===== src/rtl/grey_seq_pkg.sv =====
// Shared types and constants for the greyscale frame sequencer.
package grey_seq_pkg;

    typedef enum logic [1:0] {
        IDLE = 2'd0,
        ARM  = 2'd1,
        RUN  = 2'd2
    } seq_state_t;

    localparam int COORD_W      = 11;
    localparam int PIX_W        = 12;
    localparam int H_ACTIVE_DEF = 1280;
    localparam int V_ACTIVE_DEF = 960;

endpackage


===== src/rtl/pix_coord_cnt.sv =====
// Raster X/Y counter: x/y/last describe the pixel being accepted this cycle,
// taking a same-cycle clear into account so the first pixel reads (0,0).
import grey_seq_pkg::*;

module pix_coord_cnt #(
    parameter int H_ACTIVE = H_ACTIVE_DEF,
    parameter int V_ACTIVE = V_ACTIVE_DEF
) (
    input  logic               clk,
    input  logic               rst_n,
    input  logic               clr,
    input  logic               adv,
    output logic [COORD_W-1:0] x,
    output logic [COORD_W-1:0] y,
    output logic               last
);

    localparam logic [COORD_W-1:0] X_LAST = COORD_W'(H_ACTIVE - 1);
    localparam logic [COORD_W-1:0] Y_LAST = COORD_W'(V_ACTIVE - 1);

    logic [COORD_W-1:0] x_r;
    logic [COORD_W-1:0] y_r;
    logic [COORD_W-1:0] x_nxt_s;
    logic [COORD_W-1:0] y_nxt_s;

    // Current coordinate and raster-order successor.
    always_comb begin
        x       = clr ? {COORD_W{1'b0}} : x_r;
        y       = clr ? {COORD_W{1'b0}} : y_r;
        last    = (x == X_LAST) && (y == Y_LAST);
        x_nxt_s = x;
        y_nxt_s = y;
        if (adv) begin
            if (x == X_LAST) begin
                x_nxt_s = {COORD_W{1'b0}};
                y_nxt_s = (y == Y_LAST) ? {COORD_W{1'b0}} : y + {{(COORD_W-1){1'b0}}, 1'b1};
            end else begin
                x_nxt_s = x + {{(COORD_W-1){1'b0}}, 1'b1};
                y_nxt_s = y;
            end
        end else begin
            x_nxt_s = x;
            y_nxt_s = y;
        end
    end

    // Coordinate registers.
    always_ff @(posedge clk or negedge rst_n) begin
        if (!rst_n) begin
            x_r <= {COORD_W{1'b0}};
            y_r <= {COORD_W{1'b0}};
        end else begin
            x_r <= x_nxt_s;
            y_r <= y_nxt_s;
        end
    end

endmodule


===== src/rtl/greyscale_seq.sv =====
// Frame sequencer feeding to_greyscale: admits only whole frames.
// Optional frame counter port enabled by GREY_SEQ_FRAME_CNT_EN.
import grey_seq_pkg::*;

module greyscale_seq #(
    parameter int H_ACTIVE = H_ACTIVE_DEF,
    parameter int V_ACTIVE = V_ACTIVE_DEF
) (
    input  logic               iCLK,
    input  logic               iRST,
    input  logic               iSTART,
    input  logic               iSTOP,
    input  logic               iFVAL,
    input  logic               iDVAL,
    input  logic [PIX_W-1:0]   iDATA,
    output logic [PIX_W-1:0]   oDATA,
    output logic               oDVAL,
    output logic [COORD_W-1:0] oX_Cont,
    output logic [COORD_W-1:0] oY_Cont,
    output logic               oBUSY,
    output logic               oFRAME_DONE,
    output logic               oFRAME_ERR
`ifdef GREY_SEQ_FRAME_CNT_EN
    ,
    output logic [15:0]        oFRAME_CNT
`endif
);

    seq_state_t         state_r;
    seq_state_t         state_nxt_s;
    logic               fval_r;
    logic               stop_pend_r;
    logic               stop_pend_nxt_s;
    logic               fs_s;
    logic               fall_s;
    logic               pix_valid_s;
    logic               clr_s;
    logic               accept_s;
    logic               done_s;
    logic               err_s;
    logic               last_s;
    logic [COORD_W-1:0] x_s;
    logic [COORD_W-1:0] y_s;

    assign fs_s        = iFVAL & ~fval_r;
    assign fall_s      = fval_r & ~iFVAL;
    assign pix_valid_s = iDVAL & iFVAL;
    // Locking onto a frame start: a pixel in that same cycle is (0,0).
    assign clr_s       = (state_r == ARM) & fs_s & ~iSTOP;
    assign accept_s    = pix_valid_s & ((state_r == RUN) | clr_s);

    pix_coord_cnt #(
        .H_ACTIVE (H_ACTIVE),
        .V_ACTIVE (V_ACTIVE)
    ) u_coord (
        .clk   (iCLK),
        .rst_n (iRST),
        .clr   (clr_s),
        .adv   (accept_s),
        .x     (x_s),
        .y     (y_s),
        .last  (last_s)
    );

    // State register, frame-valid history and pending stop.
    always_ff @(posedge iCLK or negedge iRST) begin
        if (!iRST) begin
            state_r     <= IDLE;
            fval_r      <= 1'b1;
            stop_pend_r <= 1'b0;
        end else begin
            state_r     <= state_nxt_s;
            fval_r      <= iFVAL;
            stop_pend_r <= stop_pend_nxt_s;
        end
    end

    // Next-state logic and frame status.
    always_comb begin
        state_nxt_s     = state_r;
        stop_pend_nxt_s = stop_pend_r;
        done_s          = 1'b0;
        err_s           = 1'b0;
        case (state_r)
            IDLE: begin
                stop_pend_nxt_s = 1'b0;
                if (iSTART & ~iSTOP) begin
                    state_nxt_s = ARM;
                end else begin
                    state_nxt_s = IDLE;
                end
            end
            ARM: begin
                if (iSTOP) begin
                    state_nxt_s     = IDLE;
                    stop_pend_nxt_s = 1'b0;
                end else if (fs_s) begin
                    state_nxt_s = RUN;
                end else begin
                    state_nxt_s = ARM;
                end
            end
            RUN: begin
                stop_pend_nxt_s = stop_pend_r | iSTOP;
                if (pix_valid_s & last_s) begin
                    done_s          = 1'b1;
                    state_nxt_s     = (stop_pend_r | iSTOP) ? IDLE : ARM;
                    stop_pend_nxt_s = 1'b0;
                end else if (fall_s) begin
                    err_s           = 1'b1;
                    state_nxt_s     = (stop_pend_r | iSTOP) ? IDLE : ARM;
                    stop_pend_nxt_s = 1'b0;
                end else begin
                    state_nxt_s = RUN;
                end
            end
            default: begin
                state_nxt_s     = IDLE;
                stop_pend_nxt_s = 1'b0;
            end
        endcase
    end

    // Output registers; pixel and coordinates hold between accepted pixels.
    always_ff @(posedge iCLK or negedge iRST) begin
        if (!iRST) begin
            oDATA       <= {PIX_W{1'b0}};
            oDVAL       <= 1'b0;
            oX_Cont     <= {COORD_W{1'b0}};
            oY_Cont     <= {COORD_W{1'b0}};
            oBUSY       <= 1'b0;
            oFRAME_DONE <= 1'b0;
            oFRAME_ERR  <= 1'b0;
        end else begin
            oDVAL       <= accept_s;
            oBUSY       <= (state_r != IDLE);
            oFRAME_DONE <= done_s;
            oFRAME_ERR  <= err_s;
            if (accept_s) begin
                oDATA   <= iDATA;
                oX_Cont <= x_s;
                oY_Cont <= y_s;
            end else begin
                oDATA   <= oDATA;
                oX_Cont <= oX_Cont;
                oY_Cont <= oY_Cont;
            end
        end
    end

`ifdef GREY_SEQ_FRAME_CNT_EN
    // Completed-frame counter, wraps naturally at 16 bits.
    always_ff @(posedge iCLK or negedge iRST) begin
        if (!iRST) begin
            oFRAME_CNT <= 16'h0000;
        end else if (done_s) begin
            oFRAME_CNT <= oFRAME_CNT + 16'h0001;
        end else begin
            oFRAME_CNT <= oFRAME_CNT;
        end
    end
`endif

endmodule


===== config.mk =====
export PLATFORM = sky130hd
export DESIGN_NAME = greyscale_seq
export DESIGN_NICKNAME = d
export VERILOG_FILES = /design/src/rtl/grey_seq_pkg.sv /design/src/rtl/pix_coord_cnt.sv /design/src/rtl/greyscale_seq.sv
export SDC_FILE = /design/constraint.sdc
export NUM_CORES = 1
export LEC_CHECK = 0
export CAP_MARGIN = 20
export CORE_UTILIZATION = 50
export CTS_CLUSTER_SIZE = 8
export DETAILED_ROUTE_END_ITERATION = 12
export GPL_ROUTABILITY_DRIVEN = 0
export PLACE_DENSITY = 0.78
export SKIP_LAST_GASP = 1
export SLEW_MARGIN = 30
export SYNTH_ARGS = -nofsm -noshare
export SYNTH_HDL_FRONTEND = slang
export SYNTH_SLANG_ARGS = --single-unit

===== constraint.sdc =====
create_clock -name iCLK -period 8.6 [get_ports iCLK]
set_clock_uncertainty 0.15 [all_clocks]
set_input_delay 1.29 -clock iCLK [delete_from_list [all_inputs] [get_ports iCLK]]
set_output_delay 1.29 -clock iCLK [all_outputs]
set_load 0.02 [all_outputs]

### After elaboration in Yosys (flattened, before gate mapping)

Index checks and enable logic that the tools add are counted.

* input bits: 18
* register bits after elaboration: 64
* bits in read-only memories: 0
* memories: 0
* memory bits (writable): 0
* output and inout bits: 38
* word-level logic and storage cells: 58
* bits in latches: 0

* shift operators: 0
* $add $sub $neg: 2
* mux-type cells: 23
* bitwise logic cells: 13
* $mul: 0
* equal/unequal tests: 5
* div/mod/pow operators: 0
* reduce and logical (&&, ||, !) cells: 3
* $lt $le $gt $ge: 0

Operator list (number)
* $mux 11: 7
* $add 11x1->11 const B: 2
* $eq 11x10->1 const B: 1
* $eq 11x11->1 const B: 1
* $mux 1: 10
* $and 1x1->1: 8
* $mux 2: 4
* $pmux 2 s3: 1
* $not 1->1: 3
* $eq 2x1->1 const B: 1
* $eq 2x2->1 const B: 1
* $logic_not 2->1: 1
* $ne 2x2->1 const B: 1
* $or 1x1->1: 2
* $pmux 1 s2: 1
* $reduce_bool 2->1: 1
* $logic_and 1x1->1: 1

### Depth between registers and ports, before layout

Gate-level depths: netlist of run 1.

* depth after elaboration: 10
* gate-level depth with buffers: 12
* gate-level depth less buffers: 10

### By module

A second synthesis of run 1 with hierarchy kept.

* cells, all modules: 239
* area total of the unflattened synthesis: 2946.6 µm²

By module, submodules not included
* greyscale_seq: seq. area each 1052.3 µm², area an instance 1607.8 µm², times used 1, cells an instance 101
* pix_coord_cnt: seq. area each 550.5 µm², area an instance 1338.8 µm², times used 1, cells an instance 138

### Worst setup path after synthesis of run 1

OpenSTA, ideal clock, no wires.

* kind: input to register
* start point: input iFVAL
* end point: register u_coord.y_r[5]
* required time: 8363 ps
* slack: 4737 ps
* library setup time: 87 ps
* cell stages on the path: 11
* arrival time: 3626 ps
* path buffers: 2
* cell sequence: clkbuf_1 > nand2_1 > clkbuf_1 > nand2_1 > inv_1 > ha_1 > nand4_1 > nor3_1 > nand4_1 > or4_1 > a22oi_1

* elaborated cells between the ends (all ways): 14
* classes of those cells: 1 x add/sub; 2 x eq/ne; 5 x mux; 6 x bitwise

RTL lines
* start, declared: RTL line greyscale_seq.sv:13 `input logic iFVAL,`
* $and 1x1->1: RTL line greyscale_seq.sv:45 `assign fs_s = iFVAL & ~fval_r;`
* $and 1x1->1 (2 in series): RTL line greyscale_seq.sv:49 `assign clr_s = (state_r == ARM) & fs_s & ~iSTOP;`
* $mux 11: RTL line pix_coord_cnt.sv:28 `x = clr ? {COORD_W{1'b0}} : x_r;`
* named net u_coord.x[0]: RTL line pix_coord_cnt.sv:13 `output logic [COORD_W-1:0] x,`
* $eq 11x11->1: RTL line pix_coord_cnt.sv:34 `if (x == X_LAST) begin`
* $mux 11: RTL line pix_coord_cnt.sv:34
* $mux 11: RTL line pix_coord_cnt.sv:33 `if (adv) begin`
* named net u_coord.y_nxt_s[5]: RTL line pix_coord_cnt.sv:24 `logic [COORD_W-1:0] y_nxt_s;`
* end signal, assigned: RTL line pix_coord_cnt.sv:51 `y_r <= {COORD_W{1'b0}};`
* end signal, assigned: RTL line pix_coord_cnt.sv:54 `y_r <= y_nxt_s;`
* end, declared: RTL line pix_coord_cnt.sv:22 `logic [COORD_W-1:0] y_r;`

The timed path passes the listed nets, and every way through them passes these cells.
A chain may end at the register's enable or synchronous reset.

### Worst setup path after layout of run 1

* start point: input iSTOP
* end point: register u_coord.y_r[10]

* elaborated cells between the ends (all ways): 12
* classes of those cells: 1 x add/sub; 2 x eq/ne; 5 x mux; 4 x bitwise

RTL lines
* start, declared: RTL line greyscale_seq.sv:12 `input logic iSTOP,`
* $not 1->1: RTL line greyscale_seq.sv:49
* $and 1x1->1: RTL line greyscale_seq.sv:49
* $mux 11: RTL line pix_coord_cnt.sv:28
* named net u_coord.x[0]: RTL line pix_coord_cnt.sv:13
* $eq 11x11->1: RTL line pix_coord_cnt.sv:34
* $mux 11: RTL line pix_coord_cnt.sv:34
* $mux 11: RTL line pix_coord_cnt.sv:33
* named net u_coord.y_nxt_s[10]: RTL line pix_coord_cnt.sv:24

The timed path passes the listed nets, and every way through them passes these cells.

==> results of run 1 <==
## report_power, final
part	switching [uW]	leakage, uW	internal, uW
Sequential	20.7	0.000859	340
Combinational	90.9	0.000681	80.6
Clock	109	0.0000876	134
## metal layers
metal  track usage [%]  part of all wire [%]  vias up
met5                 0                     0        -
met4             10.57                   1.6        0
met3             6.235                   7.7       13
met2             36.81                    48       92
met1             30.23                    42     1158
li1                  -                     -     1172
## final cells by class
| cell class | instances | area, sq um |
|---|---|---|
| multi-input combinational | 224 | 1169 |
| clock inverter | 3 | 42.54 |
| fill | 445 | 1868 |
| timing repair buffer | 57 | 560.5 |
| sequential | 64 | 1603 |
| inverter | 8 | 35.03 |
| tap | 72 | 90.09 |
| clock buffer | 13 | 138.9 |
## sequential cells by signal (all words and copies together) (netlist names)
register / count
u_coord.x_r: 11
oDVAL: 1
oBUSY: 1
oDATA: 12
u_coord.y_r: 11
oY_Cont: 11
state_r: 2
stop_pend_r: 1
fval_r: 1
oX_Cont: 11
oFRAME_DONE: 1
oFRAME_ERR: 1
## worst max-delay path by stage
stage          start              end  cells after the start
2_1_floorplan  iFVAL   u_coord.y_r[5]                     11
3_3_place_gp   iSTOP  u_coord.y_r[10]                     11
3_5_place_dp   iSTOP  u_coord.y_r[10]                     11
4_1_cts        iSTOP  u_coord.y_r[10]                     11
5_1_grt        iSTOP  u_coord.y_r[10]                     11
6_report       iSTOP  u_coord.y_r[10]                     11
## cell usage in the layout, fill, tap and decap left out, types with 2 or more instances in the layout
| master | Yosys | layout |
|---|---|---|
| clkbuf_8 | 0 | 9 |
| inv_1 | 7 | 7 |
| clkdlybuf4s50_1 | 0 | 54 |
| o21ai_0 | 23 | 23 |
| a21o_1 | 3 | 3 |
| nor3_1 | 9 | 9 |
| nand2b_1 | 2 | 2 |
| nor2_1 | 12 | 12 |
| xnor2_1 | 2 | 2 |
| ha_1 | 2 | 2 |
| xor2_1 | 6 | 6 |
| mux2i_1 | 2 | 2 |
| dfrtp_1 | 63 | 63 |
| and3_1 | 2 | 2 |
| nand4_1 | 7 | 7 |
| clkbuf_1 | 11 | 4 |
| o21ai_1 | 2 | 2 |
| o31ai_1 | 2 | 2 |
| nand2_1 | 94 | 94 |
| a21oi_1 | 8 | 8 |
| buf_4 | 0 | 2 |
| nand3_1 | 21 | 21 |
| nor4_1 | 4 | 4 |
## critical path: stages
cell	delay, ns
clkdlybuf4s50_1	0.56
nor4b_2	0.10
nand2_1	0.62
nand2_1	0.21
inv_1	0.11
ha_1	0.18
nand4_1	0.27
or3_1	0.44
nor3_2	0.66
nand4_1	0.19
mux2i_1	0.16
## metrics by stage
stage | cells | hold slack (ns) | power [uW] | instance area (sq um) | util [%]
finish | 441 | 0.3219 | 775.1 | 3638 | 66.08
global placement | 425 | 0.2989 | 534.6 | 3457 | 62.78
detailed placement | 425 | 0.3096 | 539.5 | 3457 | 62.78
floorplan | 309 | 0.2878 | 449.2 | 2864 | -
global route | 441 | 0.3533 | 818.9 | 3638 | 66.08
CTS | 441 | 0.3250 | 782.9 | 3638 | 66.08
## kinds of logic after synthesis
logic type	count (synthesis)	synth area share, %
xor+xnor	8	2.447
mux	3	1.092
simple gates	163	26.52
compound gates	48	9.874
fa+ha+maj	2	0.8736
buf+inv	21	3.233
flops	64	55.96
==> results.md, run 1 <==
- Most frequent cells after synthesis: 94 x nand2_1, 63 x dfrtp_1, 23 x o21ai_0
- Hold Fails Final Rpt: 0
- Max cap viols: 0
- H-tree levels: 3
- Drt via density: 5.522
- Synth cell types: 47
- Num ports: 56
- Worst R2R Path Depth: 10
- Ys flop type: dfrtp_1
- Fmax: 0.2110 GHz
- Area of the core: 0.005507 sq mm
- Mapped Cells: 309
- Flop2flop setup slack: 4.84 ns
- Clock-pin slew on the worst setup and hold paths: 0.07 ns
- RR Startpoint: state_r[0]
- Total CTS buffers: 9
- Std cell rows: 27
- Dpl ws: 3.579 ns
- Yosys top cell area share: 55.05%
- Critical path data arrival time: 4.80 ns
- Slew Limit Fails: 0
- Share of cells above drive strength 1: 6.233%
- Cts hold-fix bufs: 0
- Root buffer cell: clkbuf_8
- Setup ws final: 3.861 ns
- Setup crit start kind: input port
- Die X-Extent: 77.69 um
- Largest net degree at the start of global routing: 65
- R2r endpoint: u_coord.y_r[10]
- Wire per inst: 14.31 um
- Gr ovfl total: 0
- Pwr Density: 213.0 mW/mm^2
- Crit-path max FO: 24
- Hold endpoint: oY_Cont[6]
- CP Data Required Time: 8.66 ns
- Drt drc: 0
- Startpoint of the worst hold path: oY_Cont[6]
- Setup bufs post-CTS: 0
- Async set-reset flop share out of synthesis: 100.0%
- Netlist Area Pre-Place: 0.002864 sq mm
- Die Span Y: 77.69 um
- GRT Total Usage: 23.38%
- CTS max path bufs: 2
- Worst slew pin tran: 0.8312 ns
- Via count: 2,435
- PortBufs: 55
- Total nets after synthesis: 329
- Crit end category: flip-flop
- Hold Crit Class: flip-flop to flip-flop
- CTS tree: done
- Clk sinks: 64
- Fin Setup TNS: 0 ns
- Status: finished clean
- Syn avg cell area: 9.269 sq um
- WL final: 6310 um
- RSZ-0062 raised after global routing: false
- Global-route wire length before repair: 10,720 um
- Die area: 0.006035 sq mm
- Synth-to-layout area growth: 27.04%
- Post-DRT Antenna Nets: 0
- Yosys warns: 0
- Sequential area share after synthesis: 55.96%
- Resize count post-CTS: 0
- Worst vdd ir: 120.2 uV
- Min Clock Period, post-route: 4.739 ns
- Most common cell in the netlist: nand2_1
- EDFF count, synth: 0
- Area leader, netlist: dfrtp_1
- Initial drt markers: 242
- Clock Latency Late Sink: 0.33 ns
- Crit path kind: input port to flip-flop
- Antenna diode count: 0
- Initial antenna violation count: 0
- Vias in the first global route: 2,282
- FF+latch count, synth: 64
- Worst hold stages: 2
- First-pass DRT Iterations: 4
- HPWL after DPL: 4273 um
- Synth area leaders: dfrtp_1 55%, nand2_1 12%, o21ai_0 4.0%
- Final setup viols: 0
- Slew headroom: 44.38%
- Layout net count: 384
- Period utilization: 55.10%
- Initial Utilization: 52.01%
- Pleak: 0.001627 uW
No activity file was read; power rests on OpenSTA's default activity.
==> inputs of run 2 (changes only) <==
- CORE_UTILIZATION: 50 -> 46
- PLACE_DENSITY: 0.78 -> 0.75
- clock period: 8.6 -> 3.9 ns (I/O delays scaled with it)
==> run 2 against run 1 <==
Compared with the run above:
- worst hold slack got worse by 0.13 ns
- highest routed layer unchanged
- clock power is 130% higher
- clock-buffer cell count is 1 lower
- routed wire length up 7.8%
- die area rose by 8.5%
- critical path type unchanged
- total power up 120%
==> results.md, run 2 (synthesis results as in run 1) <==
- GRT Total Usage: 23.59% (+0.22 points)
- Std cell rows: 28 (+3.7%)
- Fmax: 0.2982 GHz
- Num ports: 56 (unchanged)
- CTS max path bufs: 2 (unchanged)
- Top delay family on crit path: simple AND/OR/NAND/NOR gates
- Max cap viols: 0 (unchanged)
- Worst slew pin tran: 0.8290 ns (-0.002201 ns)
- Setup bufs post-CTS: 0 (unchanged)
- Resize count post-CTS: 0 (unchanged)
- Clock-pin slew on the worst setup and hold paths: 0.07 ns (about the same)
- CTS tree: done
- Largest net degree at the start of global routing: 39 (-40%)
- Cts hold-fix bufs: 0 (unchanged)
- Crit-path max FO: 8 (-67%)
- Gr ovfl total: 0 (unchanged)
- Final setup viols: 0 (unchanged)
- Die area: 0.006546 sq mm (+8.5%)
- HPWL after DPL: 4657 um (+9.0%)
- Status: finished clean
- Initial antenna violation count: 0 (unchanged)
- Critical path data arrival time: 3.46 ns (-1.34 ns)
- Slew headroom: 44.73% (+0.35 points)
- Layout net count: 391 (+1.8%)
- Pwr Density: 468.6 mW/mm^2 (+120%)
- WL final: 6802 um (+7.8%)
- Placed cell area: 0.003513 sq mm (+1.6%)
- Biggest register: oDATA
- CP Data Required Time: 4.01 ns (-4.65 ns)
- Setup crit start kind: input port
- Initial drt markers: 175 (-28%)
- First-pass DRT Iterations: 4 (unchanged)
- Pleak: 0.001666 uW (+2.4%)
- Most frequent cells in the layout: 94 x nand2_1, 63 x dfrtp_1, 54 x clkdlybuf4s50_1
- Wire per inst: 15.12 um (+5.6%)
- Worst vdd ir: 260.6 uV (+120%)
- H-tree levels: 3 (unchanged)
- Via count: 2,516 (+3.3%)
- Global-route wire length before repair: 11,500 um (+7.3%)
- Hold Crit Class: input port to async pin
- Clock Latency Late Sink: 0.34 ns (about the same)
- Critical Path Max Stage Delay: 0.57 ns (-0.09 ns)
- Clk sinks: 64 (unchanged)
- CP cell instances: clkdlybuf4s50_1 -> nor4b_2 -> nand2_1 -> and2_1 -> ha_1 -> nand4_1 -> nor3_1 -> buf_4 -> nand3_4 -> or4b_1 -> a21oi_1
- Slew Limit Fails: 0 (unchanged)
- Min Clock Period, post-route: 3.353 ns
- Drt via density: 5.591 (+1.3%)
- RSZ-0062 raised after global routing: false
- Drt drc: 0 (unchanged)
- Synth-to-layout area growth: 29.23%
- Crit path kind: input port to flip-flop
- Die X-Extent: 80.91 um (+4.1%)
- Area of the core: 0.005956 sq mm (+8.2%)
- Hold Fails Final Rpt: 0 (unchanged)
- Antenna diode count: 0 (unchanged)
- Commonest non-fill, non-tap cell in the layout: nand2_1
- Total CTS buffers: 9 (unchanged)
- Crit path buf inv count: 2 (unchanged)
- Post-route cell area: 0.003701 sq mm (+1.7%)
- Vias in the first global route: 2,446 (+7.2%)
- Root buffer cell: clkbuf_8
- Period utilization: 85.99%
- Crit end category: flip-flop
- Post-DRT Antenna Nets: 0 (unchanged)
- Crit-path slowest cell: clkdlybuf4s50_1
- PortBufs: 55 (unchanged)
- Total power: 1734 uW (+120%)
- Share of cells above drive strength 1: 8.267% (+2.0 points)
- Initial Utilization: 48.09% (-3.9 points)
- Max FFs per register: 12 (unchanged)
- Fin Setup TNS: 0 ns (unchanged)
- Die Span Y: 80.91 um (+4.1%)
[run 2: changes by cell type in the layout (fill, tap and decap cells not counted)]
cell / before / now
buf_4: 2 / 9
clkbuf_1: 4 / 2
clkbuf_8: 9 / 10
[run 2: final timing paths]
| check | start | endpoint | slack [ns] | cells past startpoint |
|---|---|---|---|---|
| min in group iCLK | oX_Cont[10] | oX_Cont[10] | 0.32 | 2 |
| worst min register to register | oX_Cont[10] | oX_Cont[10] | 0.32 | 2 |
| worst max-delay path | iSTOP | u_coord.y_r[6] | 0.55 | 11 |
| worst max register to register | state_r[0] | u_coord.y_r[6] | 0.81 | 10 |
| max in group asynchronous | iRST | oY_Cont[9] | 2.65 | 2 |
| worst min-delay path | iRST | oDATA[5] | 0.19 | 1 |
[run 2: stage by stage]
| step | util [%] | setup slack, ns | instances | hold slack, ns |
|---|---|---|---|---|
| after floorplan | - | 0.7424 | 309 | 0.1394 |
| after global placement | 58.99 | 0.4162 | 435 | 0.2990 |
| after detailed placement | 58.99 | 0.2692 | 435 | 0.3058 |
| after CTS | 62.14 | 0.6028 | 450 | 0.2213 |
| after global routing | 62.14 | 0.4152 | 450 | 0.2689 |
| final | 62.14 | 0.5465 | 450 | 0.1937 |
[run 2: layer usage]
layer	GRT usage, %	vias up	share of wire [%]
li1	-	1182	-
met1	29.34	1191	42
met2	38.07	123	48
met3	5.618	20	7.7
met4	12.50	0	2.4
met5	0	-	0
[run 2: final cells by class]
cell class	count	area, sq um
timing repair buffer	64	613.1
inverter	8	35.03
clock buffer	12	145.1
sequential	64	1603
clock inverter	3	42.54
tap	75	93.84
multi-input combinational	224	1169
fill	516	2255
[run 2: power breakdown]
| group | leakage (uW) | internal, uW | switching, uW |
|---|---|---|---|
| Clock | 0.0000925 | 309 | 250 |
| Sequential | 0.000859 | 749 | 43.1 |
| Combinational | 0.000715 | 180 | 203 |
| Total | 0.00167 | 1240 | 497 |
